===== src/rtl/alu_issue_pkg.sv =====
// alu_issue_pkg: ALU codes, RV32 opcode/funct constants, FSM state encoding and the instruction decoder
package alu_issue_pkg;
  localparam logic [6:0] ALU_ADD = 7'd0, ALU_MUL = 7'd2, ALU_LW = 7'd3, ALU_ADDI = 7'd4;
  localparam logic [6:0] OP_R = 7'b0110011, OP_LOAD = 7'b0000011, OP_IMM = 7'b0010011;
  localparam logic [6:0] F7_ADD = 7'b0000000, F7_MUL = 7'b0000001;
  localparam logic [2:0] F3_ADD = 3'b000, F3_LW = 3'b010;
  typedef enum logic [1:0] {S_IDLE = 2'd0, S_EXEC = 2'd1, S_WB = 2'd2} state_t;
  typedef struct packed {
    logic       legal;
    logic       rtype;
    logic [6:0] code;
  } dec_t;
  function automatic dec_t decode(input logic [31:0] w);
    dec_t d;
    d.rtype = w[6:0] == OP_R && w[14:12] == F3_ADD && (w[31:25] == F7_ADD || w[31:25] == F7_MUL);
    d.legal = d.rtype || (w[6:0] == OP_LOAD && w[14:12] == F3_LW) || (w[6:0] == OP_IMM && w[14:12] == F3_ADD);
    d.code = d.rtype ? (w[31:25] == F7_MUL ? ALU_MUL : ALU_ADD) : w[6:0] == OP_LOAD ? ALU_LW : ALU_ADDI;
    return d;
  endfunction
endpackage


===== src/rtl/alu_issue_regfile.sv =====
// alu_issue_regfile: 32x32 register file (clk/rst, one sync write port we/waddr/wdata, comb reads ra1/ra2/dbg_addr), x0 hardwired to 0
module alu_issue_regfile (
  input  logic        clk,
  input  logic        rst,
  input  logic        we,
  input  logic [4:0]  waddr,
  input  logic [31:0] wdata,
  input  logic [4:0]  ra1,
  input  logic [4:0]  ra2,
  input  logic [4:0]  dbg_addr,
  output logic [31:0] rd1,
  output logic [31:0] rd2,
  output logic [31:0] dbg_data
);
  logic [31:0] regs [32];
  always_ff @(posedge clk) begin
    if (rst) regs <= '{default: '0};
    else if (we && waddr != 5'd0) regs[waddr] <= wdata;
  end
  assign rd1 = ra1 == 5'd0 ? '0 : regs[ra1];
  assign rd2 = ra2 == 5'd0 ? '0 : regs[ra2];
  assign dbg_data = dbg_addr == 5'd0 ? '0 : regs[dbg_addr];
endmodule


===== src/rtl/alu_issue.sv =====
// alu_issue: 3-cycle issue FSM; instr_valid/instr/instr_ready in, opcode/datain/datain2 to ALU, alu_out back, wb/mem_addr/illegal pulses, dbg read
module alu_issue
  import alu_issue_pkg::*;
(
  input  logic        clk,
  input  logic        rst,
  input  logic        instr_valid,
  input  logic [31:0] instr,
  output logic        instr_ready,
  output logic [6:0]  opcode,
  output logic [31:0] datain,
  output logic [31:0] datain2,
  input  logic [31:0] alu_out,
  output logic        wb_valid,
  output logic [4:0]  wb_rd,
  output logic [31:0] wb_data,
  output logic        mem_addr_valid,
  output logic [31:0] mem_addr,
  output logic        illegal,
  input  logic [4:0]  dbg_addr,
  output logic [31:0] dbg_data
);
  state_t state, state_nx;
  dec_t dec;
  logic [4:0] rd;
  logic [31:0] rs1_val, rs2_val;
  logic accept, we;
  assign dec = decode(instr);
  assign instr_ready = state == S_IDLE;
  assign accept = instr_ready && instr_valid;
  assign we = state == S_WB && opcode != ALU_LW;
  alu_issue_regfile u_rf (
    .clk(clk), .rst(rst), .we(we), .waddr(rd), .wdata(alu_out),
    .ra1(instr[19:15]), .ra2(instr[24:20]), .dbg_addr(dbg_addr),
    .rd1(rs1_val), .rd2(rs2_val), .dbg_data(dbg_data)
  );
  always_ff @(posedge clk) state <= rst ? S_IDLE : state_nx;
  always_comb begin
    state_nx = state == S_IDLE ? (accept && dec.legal ? S_EXEC : S_IDLE) : state == S_EXEC ? S_WB : S_IDLE;
  end
  always_ff @(posedge clk) begin
    if (rst) begin
      opcode <= '0;
      datain <= '0;
      datain2 <= '0;
      rd <= '0;
      illegal <= 1'b0;
      wb_valid <= 1'b0;
      wb_rd <= '0;
      wb_data <= '0;
      mem_addr_valid <= 1'b0;
      mem_addr <= '0;
    end else begin
      if (accept && dec.legal) begin
        opcode <= dec.code;
        datain <= rs1_val;
        datain2 <= dec.rtype ? rs2_val : {{20{instr[31]}}, instr[31:20]};
        rd <= instr[11:7];
      end
      illegal <= accept && !dec.legal;
      wb_valid <= we;
      wb_rd <= rd;
      wb_data <= alu_out;
      mem_addr_valid <= state == S_WB && opcode == ALU_LW;
      mem_addr <= alu_out;
    end
  end
endmodule


===== config.mk =====
export PLATFORM = sky130hd
export DESIGN_NAME = alu_issue
export DESIGN_NICKNAME = d
export VERILOG_FILES = /design/src/rtl/alu_issue_pkg.sv /design/src/rtl/alu_issue_regfile.sv /design/src/rtl/alu_issue.sv
export SDC_FILE = /design/constraint.sdc
export NUM_CORES = 2
export LEC_CHECK = 0
export CAP_MARGIN = 20
export CELL_PAD_IN_SITES_DETAIL_PLACEMENT = 0
export CELL_PAD_IN_SITES_GLOBAL_PLACEMENT = 1
export CORE_ASPECT_RATIO = 1.75
export CORE_MARGIN = 1.5
export CORE_UTILIZATION = 54
export CTS_BUF_LIST = sky130_fd_sc_hd__clkbuf_8
export DETAILED_ROUTE_END_ITERATION = 7
export PLACE_DENSITY_LB_ADDON = 0.15
export SLEW_MARGIN = 20
export SYNTH_ARGS = -nofsm -noshare
export SYNTH_HDL_FRONTEND = slang
export SYNTH_HIERARCHICAL = 1
export SYNTH_SLANG_ARGS = --single-unit
export TNS_END_PERCENT = 30

===== constraint.sdc =====
create_clock -name clk -period 3.6 [get_ports clk]
set_input_delay 0.54 -clock clk [delete_from_list [all_inputs] [get_ports clk]]
set_output_delay 0.54 -clock clk [all_outputs]
set_load 0.005 [all_outputs]

==> reports/metrics.yaml <==
finish:
  ff_latch_area_um2: 22800
  drive_gt1_frac: 0.206
  fin_nets: 7154
  multi_input_area_um2: 38900
  n_fill_cell: 10200
  syn_to_final_growth_pct: 14.0
  fin_area_um2: 73800
  fin_cells: 8730
  final_util: 0.622
clocking:
  htree_num_levels: 4
  cts_tree: "built"
  cts.sinks: 1138
  numCtsBuffers: 172
  cts_setup_buffers: 0
  path_clk_slew_ns: 0.07
  clock_insertion_delay_worst_skew_ns: 0.92
  clk_path_buf_depth: 3
  cts_root_buf: "clkbuf_8"
setup_path:
  reg2reg_slack_ns: 0.71
  critPathBufInv: 5
  slowest_stage: "nor2_4"
  path_class: "input port to primary output"
  worstSetupStartpoint: "dbg_addr[1]"
  end_kind: "primary output"
  cp_top_family: "buffers and inverters"
  r2r_start: "opcode[2]"
  crit_fanout: 25
  cp.arrival_ns: 3.14
  r2r_cells: 8
  slowest_delay_ns: 0.93
  cp_cell_sequence: "buf_8 > buf_12 > nor2_4 > buf_6 > a22oi_1 > a21oi_1 > nor4_1 > buf_4 > clkdlybuf4s50_1"
  crit_required_ns: 3.06
  worstReg2RegEnd: "u_rf/regs[28]"
  cp-start-kind: "input port"
drt:
  firstDrtPassIters: 8
  routedWlPerCell_um: 30.2
  detail_route.iter0.violations: 8408
  num_vias: 60300
  route.detailed.drc: 1
  viasPerCell: 6.90
  ant_nets: 0
  routed_wl_um: 264000
outcome:
  status: "complete, but fails checks"
  violations: "design-rule violations, negative setup slack"
sta:
  rsz0062_at_grt: "true"
  layout_min_cycle_time_ns: 3.68
  finalWorstSetupSlack_ns: -0.0839
  max_freq_ghz: 0.271
  fin_crit_sh: 1.02
  finalClockSkew_ns: 0.0317
  whs_ns: 0.141
  setup_viol: 8
  slew_headroom: 0.166
  finalHoldViolations: 0
  tightest_slew_ns: 1.25
  fin_tns_setup_ns: -0.227
  drv_slew: 0
yosys:
  synth.most_common_cell: "nand2_1"
  yosysTopAreaCell: "dfxtp_1"
  syn_avg_cell_area_um2: 9.15
  synth-edff-count: 0
  seq_area_frac_synth: 0.352
  yosys_warnings: 6
  synth_commonest_cells: "2,042 x nand2_1, 1,138 x dfxtp_1, 1,071 x a21oi_1"
  ys_ff_latch: 1138
  synth_top_area_frac: 0.352
  syn_area_um2: 64700
  synth.area.top_cells: "dfxtp_1 35%, mux4_2 22%, nand2_1 12%"
  async_reset_ff_frac: 0
  synth_cells: 7073
  synth_flop_cell: "dfxtp_1"
  synth_cell_types: 60
place:
  gp_congestion: 0.979
  dp_hpwl_um: 167000
  pre_cts_slack_ns: -0.187
  portBuffers: 243
  placedCellCount: 8428
  place_area_um2: 70000
global_routing:
  grt_max_degree: 102
  track_usage: 0.424
  grt.overflow.total: 0
  grt_first_pass_wirelength_um: 381000
  antenna_found_initial: 9
  grt_pass1_vias: 57100
worst_hold_path:
  min_from: "instr[23]"
  min_path_type: "input port to register"
  whs_endpoint: "datain2[3]"
  holdPathStages: 3
floorplanning:
  rows: 167
  die_x_um: 265
  initial_core_util: 0.545
  core_region_area_um2: 119000
  die_area_um2: 122000
  io_pins: 248
  die_y_um: 461
power:
  leakage_nw: 24.7
  power.switching_mw: 7.28
  power_density_nw_per_um2: 358
  internal_power_mw: 19.1
  p_seq_frac: 0.478
  swShare: 0.276
  clock_power_share: 0.412
  peakVddDrop_uv: 364
  p_comb_frac: 0.110
  power_mw: 26.4
job:
  cap_violations: 0
-- kinds of logic after synthesis --
group / Yosys count / share of synthesized area
buf+inv: 826 / 0.0580
flops: 1138 / 0.352
xor+xnor: 1 / 0.000135
compound gates: 1503 / 0.135
mux: 1106 / 0.293
simple gates: 2498 / 0.162
other cells: 1 / 0.0000579
-- power groups by stage --
stage / sequential [mW] / clock (mW) / combinational, mW
global placement: 12.9 / 0 / 2.74
finish: 12.6 / 10.9 / 2.90
global route: 12.6 / 11.4 / 2.95
floorplan: 12.9 / 0 / 1.55
detailed placement: 12.9 / 0 / 2.76
CTS: 12.6 / 10.9 / 2.79
-- worst register-to-register path: stages, from the launching register on --
cell and delay, ns:
dfxtp_1 0.41, nor2_1 0.09, nor3b_1 0.20, buf_4 0.27, nand4_1 0.41, or2_2 0.78
buf_4 0.42, nand2_1 0.12, a21oi_1 0.06
-- cell type report --
type / count / share of cell area
Antenna cell: 5 / 0.000170
Clock buffer: 209 / 0.0390
Timing Repair Buffer: 624 / 0.0902
Inverter: 34 / 0.00173
Sequential cell: 1138 / 0.309
Clock inverter: 87 / 0.00631
Tap cell: 1521 / 0.0258
Multi-Input combinational cell: 5112 / 0.528
-- flip-flops by register name, summed over array words and instances, names as in the netlist --
name            count
illegal             1
mem_addr_valid      1
rd                  5
wb_valid            1
opcode              3
u_rf/regs        1024
mem_addr           32
state               2
wb_rd               5
datain2            32
datain             32
-- how the worst max path moves through the flow --
| stage | to | slack [ns] | depth (start not counted) |
|---|---|---|---|
| final | dbg_data[20] | -0.08 | 9 |
| after global placement | dbg_data[2] | -0.17 | 9 |
| after floorplan | dbg_data[3] | 0.95 | 6 |
| after detailed placement | dbg_data[2] | -0.19 | 9 |
| after global routing | dbg_data[15] | -0.08 | 10 |
| after CTS | dbg_data[20] | -0.07 | 9 |
-- per-layer routing --
metal | share of wire | wire [um] | vias up | track usage
li1 | - | - | 25300 | -
met5 | 0.00026 | 69 | - | 0
met2 | 0.45 | 118000 | 4530 | 0.654
met1 | 0.35 | 92500 | 29200 | 0.522
met3 | 0.12 | 32500 | 1250 | 0.105
met4 | 0.079 | 20900 | 8 | 0.292
-- timing repair --
action	4_1_cts	5_1_grt
endpoints found under the setup margin	28	21
gates resized for setup	65	15
hold buffers	0	0
cloned	0	0
pin swaps	11	3
-- cells in the final DEF (no fill, tap or decap), types with 27 or more instances in the layout --
cell	instances
nand2_2	27
o22ai_1	49
buf_12	106
a22o_1	47
and2_1	28
a211oi_1	56
mux2_2	73
nand2_1	2015
buf_4	274
clkdlybuf4s50_1	218
a21oi_1	1069
mux4_2	623
mux2i_1	409
inv_1	86
a22oi_1	134
clkbuf_8	210
dfxtp_1	1129
nor3_1	67
nor2b_1	140
nand2b_1	71
Note: power is estimated with default switching activity, not from simulation.
